## src/rtl/mem_bus_responder.sv

```systemverilog
// Word-wide load/store bus responder: fixed wait states, one-cycle ACK,
// byte-masked scratch RAM and complementary return-data driver enables.
module mem_bus_responder #(
    parameter int unsigned ADDR_W = 6,
    parameter int unsigned WAIT   = 2
) (
    input  logic              CLK,
    input  logic              nRST,
    input  logic              REQ,
    input  logic              WE,
    input  logic [ADDR_W-1:0] ADDR,
    input  logic [3:0]        BE,
    input  logic [31:0]       WDATA,
    output logic [31:0]       RDATA,
    output logic              ACK,
    output logic              BUS_OE,
    output logic              nBUS_OE
);

    localparam int unsigned DEPTH  = 1 << ADDR_W;
    localparam logic [3:0]  WAIT_C = 4'(WAIT);

    typedef enum logic [1:0] {
        IDLE,
        WAITING,
        DONE
    } state_t;

    state_t              state_q, state_d;
    logic [3:0]          cnt_q, cnt_d;

    logic                we_q;
    logic [ADDR_W-1:0]   addr_q;
    logic [3:0]          be_q;
    logic [31:0]         wdata_q;

    logic [31:0]         mem_q [DEPTH];

    logic [31:0]         rdata_q, rdata_d;
    logic                ack_q, ack_d;
    logic                oe_q, oe_d;

    logic                latch;
    logic                complete;

    logic                cur_we;
    logic [ADDR_W-1:0]   cur_addr;
    logic [3:0]          cur_be;
    logic [31:0]         cur_wdata;

    // With no wait states the request completes on its accept edge, before
    // the latched copy exists, so the live inputs are used in IDLE.
    always_comb begin
        if (state_q == IDLE) begin
            cur_we    = WE;
            cur_addr  = ADDR;
            cur_be    = BE;
            cur_wdata = WDATA;
        end else begin
            cur_we    = we_q;
            cur_addr  = addr_q;
            cur_be    = be_q;
            cur_wdata = wdata_q;
        end
    end

    always_comb begin
        state_d  = state_q;
        cnt_d    = cnt_q;
        latch    = 1'b0;
        complete = 1'b0;
        unique case (state_q)
            IDLE: begin
                if (REQ) begin
                    latch = 1'b1;
                    if (WAIT_C == 4'd0) begin
                        state_d  = DONE;
                        complete = 1'b1;
                    end else begin
                        state_d = WAITING;
                        cnt_d   = WAIT_C - 4'd1;
                    end
                end
            end
            WAITING: begin
                if (!REQ) begin
                    state_d = IDLE;
                end else if (cnt_q == 4'd0) begin
                    state_d  = DONE;
                    complete = 1'b1;
                end else begin
                    cnt_d = cnt_q - 4'd1;
                end
            end
            DONE: begin
                state_d = IDLE;
            end
            default: begin
                state_d = IDLE;
            end
        endcase
    end

    always_comb begin
        ack_d   = complete;
        oe_d    = complete & ~cur_we;
        rdata_d = '0;
        if (oe_d) begin
            rdata_d = mem_q[cur_addr];
        end
    end

    always_ff @(posedge CLK or negedge nRST) begin
        if (!nRST) begin
            state_q <= IDLE;
            cnt_q   <= '0;
            we_q    <= 1'b0;
            addr_q  <= '0;
            be_q    <= '0;
            wdata_q <= '0;
            rdata_q <= '0;
            ack_q   <= 1'b0;
            oe_q    <= 1'b0;
        end else begin
            state_q <= state_d;
            cnt_q   <= cnt_d;
            rdata_q <= rdata_d;
            ack_q   <= ack_d;
            oe_q    <= oe_d;
            if (latch) begin
                we_q    <= WE;
                addr_q  <= ADDR;
                be_q    <= BE;
                wdata_q <= WDATA;
            end
        end
    end

    always_ff @(posedge CLK or negedge nRST) begin
        if (!nRST) begin
            for (int unsigned i = 0; i < DEPTH; i++) begin
                mem_q[i] <= '0;
            end
        end else if (complete && cur_we) begin
            for (int unsigned b = 0; b < 4; b++) begin
                if (cur_be[b]) begin
                    mem_q[cur_addr][8*b +: 8] <= cur_wdata[8*b +: 8];
                end
            end
        end
    end

    assign RDATA   = rdata_q;
    assign ACK     = ack_q;
    assign BUS_OE  = oe_q;
    assign nBUS_OE = ~oe_q;

endmodule

```

## config.mk

```make
export PLATFORM = sky130hd
export DESIGN_NAME = mem_bus_responder
export DESIGN_NICKNAME = d
export VERILOG_FILES = /design/src/rtl/mem_bus_responder.sv
export SDC_FILE = /design/constraint.sdc
export NUM_CORES = 2
export LEC_CHECK = 0
export CORE_MARGIN = 2
export CORE_UTILIZATION = 45
export DETAILED_ROUTE_END_ITERATION = 10
export GPL_ROUTABILITY_DRIVEN = 0
export SYNTH_ARGS = -nofsm -noshare
export SYNTH_HDL_FRONTEND = slang
export SYNTH_SLANG_ARGS = --single-unit
```

## constraint.sdc

```tcl
create_clock -name CLK -period 7.5 [get_ports CLK]
set_input_delay 1.125 -clock CLK [delete_from_list [all_inputs] [get_ports CLK]]
set_output_delay 1.125 -clock CLK [all_outputs]
set_load 0.02 [all_outputs]
```

Word-level counts from Yosys, hierarchy flattened

Cells that the tools add are included.

Input bits: 46
Logic and storage cells: 132
Output and inout port bits: 35
Flip-flop bits (word level): 2131

Order comparisons: 2
Reduce and logical (&&, ||, !) cells: 7
Bitwise operators: 4
Muxes and demuxes: 40
Equality and inequality tests: 5
Add/subtract/negate cells: 1

Operators by type and width:

| cell                  | count |
|---|---|
| $mux W2048            | 7 |
| $bwmux W2048          | 4 |
| $demux W32 S6         | 4 |
| $bmux W32 S6          | 1 |
| $mux W32              | 5 |
| $mux W24              | 1 |
| $mux W16              | 1 |
| $mux W4               | 4 |
| $mux W8               | 1 |
| $pmux W4 S2           | 1 |
| $ge A7 B7 Y1 const B  | 1 |
| $lt A7 B1 Y1 const B  | 1 |
| $not A6 Y7            | 1 |
| $mux W1               | 6 |
| $mux W2               | 3 |
| $mux W6               | 1 |
| $ne A2 B2 Y1 const B  | 3 |
| $logic_not A4 Y1      | 1 |
| $pmux W2 S2           | 1 |
| $reduce_and A4 Y1     | 1 |
| $sub A4 B1 Y4 const B | 1 |
| $ne A3 B3 Y1 const B  | 1 |
| $eq A2 B1 Y1 const B  | 1 |
| $logic_and A1 B1 Y1   | 2 |
| 5 further kinds       | 6 |

Logic depth before layout (Yosys ltp)

Depth after elaboration: 18
Depth in mapped cells: 12
Gate-level depth less buffers: 8

Least setup slack after synthesis

No wires, ideal clock.

Path kind: input -> register
Start point: in ADDR[1]
End point: reg rdata_q[26], in the netlist RDATA[26]
Cell stages on the path: 9
Arrival: 3.005 ns
Required time: 7.405 ns
Path buffers: 3
Setup time: 0.095 ns
Slack: 4.400 ns
Cells stage by stage: and2_1 clkbuf_1 a21oi_4 buf_2 buf_2 o22ai_1 o41ai_1 o2111ai_1 nor4b_2

Longest elaborated chain between the ends: 6

RTL lines:

| item                                         | RTL line | text |
|---|---|---|
| start: declaration                           | 11       | `input logic [ADDR_W-1:0] ADDR,` |
| $mux W6                                      | 54       | `if (state_q == IDLE) begin` |
| $not A6 Y7 (not written as such)             | 109      | `rdata_d = mem_q[cur_addr];` |
| $bmux W32 S6                                 | 109      |  |
| $mux W32 (not written as such) (2 in series) | 109      |  |
| $mux W32                                     | 108      | `if (oe_d) begin` |
| via rdata_d[26]                              | 39       | `logic [31:0] rdata_q, rdata_d;` |
| end signal: assignment                       | 127      | `rdata_q <= rdata_d;` |
| end: declaration                             | 39       |  |

The timed path passes the listed nets, and every way through them passes these cells. The select of a mux whose other input is x is not followed.
A chain may end at the register's enable or synchronous reset.

Worst setup path in the final report

Start point: reg state_q[1]
End point: reg rdata_q[22], in the netlist RDATA[22]

Longest elaborated chain between the ends: 7
Elaborated cells between the ends (all ways): 12
Those cells by class: eq/ne: 1; mux: 7; bitwise: 3; reduce/logical: 1

RTL lines:

| item                                         | RTL line | text |
|---|---|---|
| start: declaration                           | 29       | `state_t state_q, state_d;` |
| start signal: assignment                     | 125      | `state_q <= state_d;` |
| $logic_not A2 Y1                             | 54       |  |
| $mux W6                                      | 54       |  |
| $not A6 Y7 (not written as such)             | 109      |  |
| $bmux W32 S6                                 | 109      |  |
| $mux W32 (not written as such) (2 in series) | 109      |  |
| $mux W32 *                                   | 108      |  |
| via rdata_d[22]                              | 39       |  |

Mark *: on every way through the listed nets, which the timed path passes. The rest lies on a longest branch. The select of a mux whose other input is x is not followed.

==> flow_metrics.env <==
export IMPL_drc=0
export IMPL_overflow=0
export IMPL_core_region_area_sq_mm=0.204
export IMPL_outcome="complete, no violations"
export IMPL_root_buffer="clkbuf_16"
export IMPL_clock_sinks=2131
export IMPL_syn_area_sq_mm=0.0924
export IMPL_nets=9415
export IMPL_max_stage_delay_ns=0.81
export IMPL_postSynthAreaPerCell_sq_um=9.53
export IMPL_hold_viol_final=0
export IMPL_setup_viol=0
export IMPL_crit_type="flip-flop to flip-flop"
export IMPL_p_total_uw=35900
export IMPL_maxCapViolCount=0
export IMPL_grt_pass1_wl_mm=484
export IMPL_io_pins=81
export IMPL_numCtsBuffers=221
export IMPL_path_cells="nor2_4, buf_4, mux2i_4, or3_4, buf_4, a21oi_1, nor4_1, nor4b_1"
export IMPL_yosysMostFrequentCell="a21oi_1"
export IMPL_ys_seq_area_share_pct=57.7
export IMPL_cts_tree="done"
export IMPL_clkTransAtPathRegs_ns=0.06
export IMPL_htreeDepth=4
export IMPL_top_usage_layer="met2"
export IMPL_drt_iter0_markers=8479
export IMPL_clock_skew_ns=0.0285
export IMPL_grt_max_degree=176
export IMPL_worstPathArrival_ns=6.03
export IMPL_min_period_ns=5.32
export IMPL_postCtsHoldBufs=0
export IMPL_cts_setup_buffers=0
export IMPL_synth_top_cell_area_share_pct=57.7
export IMPL_insertion_delay_ns=0.88
export IMPL_worst_hold_slack_ns=0.209
export IMPL_final_antenna_net_count=0
export IMPL_fp_dieW_um=457
export IMPL_startpoint="state_q[1]"
export IMPL_powerDensity_mw_per_mm2=348
export IMPL_fin_crit_sh_pct=70.9
export IMPL_cp_slowest_cell="buf_4"
export IMPL_peakVddDrop_uv=297
export IMPL_vias=75200
export IMPL_cp_end_kind="flip-flop"
export IMPL_synth_area_leaders="dfrtp_1 (58%), a21oi_1 (13%), nor2_1 (9.2%)"
export IMPL_hold_path_class="input pin to async pin"
export IMPL_synthArstFlopShare_pct=100
export IMPL_wl_per_cell_um=26.5
export IMPL_first_pass_iters=9
export IMPL_fin_setup_tns_ns=0
export IMPL_globalRouteTotalUtil_pct=30.8
export IMPL_p_leak_uw=0.0483
export IMPL_antenna_found_initial=13
export IMPL_worst_pin_slew_ns=1.38
export IMPL_grtUsageMet2_pct=47.8
export IMPL_synthesis_nets=9741
export IMPL_start_util_pct=45.2
export IMPL_r2r_start="state_q[1]"
export IMPL_met3_usage_pct=6.01
export IMPL_yosys_top_cells_count="a21oi_1 (2448), nor2_1 (2269), dfrtp_1 (2131), o22ai_1 (613), buf_2 (438)"
export IMPL_synth_edff_count=0
export IMPL_ys_dominant_reg_cell="dfrtp_1"
export IMPL_clockBufferDepth=3
export IMPL_area_growth_pct=11.4
export IMPL_die_h_um=457
export IMPL_critPathMaxFanout=31
export IMPL_yosys_warnings=0
export IMPL_fmaxAchievable_ghz=0.188
export IMPL_ys_types=71
export IMPL_layout_drive_gt1_share_pct=10.3
export IMPL_row_count=166
export IMPL_use_met1_pct=42.1
export IMPL_viasPerCell=6.14
export IMPL_port_buffers=80
export IMPL_fin_ws_ns=2.18
export IMPL_grt_pass1_vias=72200
export IMPL_synthCells=9693
export IMPL_die_area_sq_mm=0.209
export IMPL_dp_hpwl_mm=193
export IMPL_relSlewSlack_pct=7.38
export IMPL_ys_ff_latch=2131
export IMPL_timing_critical_path_mode_cell="buf_4"
export IMPL_slew_violations=0
export IMPL_dp_slack_ns=2.00
export IMPL_yosysTopAreaCell="dfrtp_1"
export IMPL_cp_start_kind="flip-flop"
export IMPL_crit_required_ns=8.21
export IMPL_ctsResizeCount=0
export IMPL_drt_total_wl_mm=325
export IMPL_rsz0062_at_grt="no"
report_power, final:
| group | switching (uW) | internal (uW) |
|---|---|---|
| registers | 540 | 12300 |
| clock network | 4800 | 6850 |
| logic | 8370 | 2970 |
| total | 13700 | 22200 |
metrics by stage:
step	cells	utilization, %	area, sq um
after floorplan	9693	-	92400
after global placement	11800	46.6	95200
after global routing	12200	50.4	103000
final	12300	50.4	103000
after CTS	12200	50.4	103000
after detailed placement	11800	46.6	95200
kinds of logic (layout without fill, tap and decap cells):
group                    after synthesis  count (layout)  synth area share (%)
multiplexers                         124             124                  1.48
XOR/XNOR                               2               2                0.0190
flip-flops                          2131            2131                  57.7
adder cells (fa/ha/maj)                2               2                0.0271
other                                  0               5                     0
AO/OA/AOI/OAI                       3357            3357                  20.0
buffers and inverters                851             715                  4.39
AND/OR/NAND/NOR                     3226            3226                  16.4
layer usage:
layer	share of wire, %	vias to the layer above
met5	0.020	-
li1	-	33500
met2	46	3513
met3	8.7	745
met4	4.5	10
met1	41	37500
flip-flops by register name, summed over array words and instances, names as in the netlist, 2 cells and up:
signal / count
wdata_q: 32
addr_q: 6
RDATA: 32
be_q: 4
cnt_q: 4
state_q: 2
mem_q: 2048
worst paths after layout:
kind	endpoint	slack [ns]	cells past startpoint
max	RDATA[22]	2.18	8
min reg2reg	be_q[0]	0.51	1
min	mem_q[1267]	0.21	1
min in group CLK	be_q[0]	0.51	1
max in group asynchronous	mem_q[13]	5.33	3
max reg2reg	RDATA[22]	2.18	8
critical path: cells and delay by family (launching register included):
family | cells | cell delay, ns
muxes | 1 | 0.69
AOI/OAI and AO/OA | 1 | 0.30
and+or+nand+nor | 4 | 2.06
DFF | 1 | 0.55
buffers and inverters | 2 | 1.50
cell usage in the layout (no fill, tap or decap), types with 99 or more instances in the layout:
cell type	count
a21oi_1	2448
buf_4	168
clkbuf_16	224
dfrtp_1	2131
nand2_1	342
nor2_1	2269
nor3_2	162
nor3_4	99
nor4_1	127
o22ai_1	613
final cells by class:
class	instances	area, sq um
antenna	5	12.5
clock buffer	322	6520
clock inverter	91	1200
fill	18600	101000
inverter	17	63.8
multi-input combinational	6711	35600
sequential	2131	53300
tap	2688	3360
timing repair buffer	285	2830
Power figures use the tool's default switching activity.
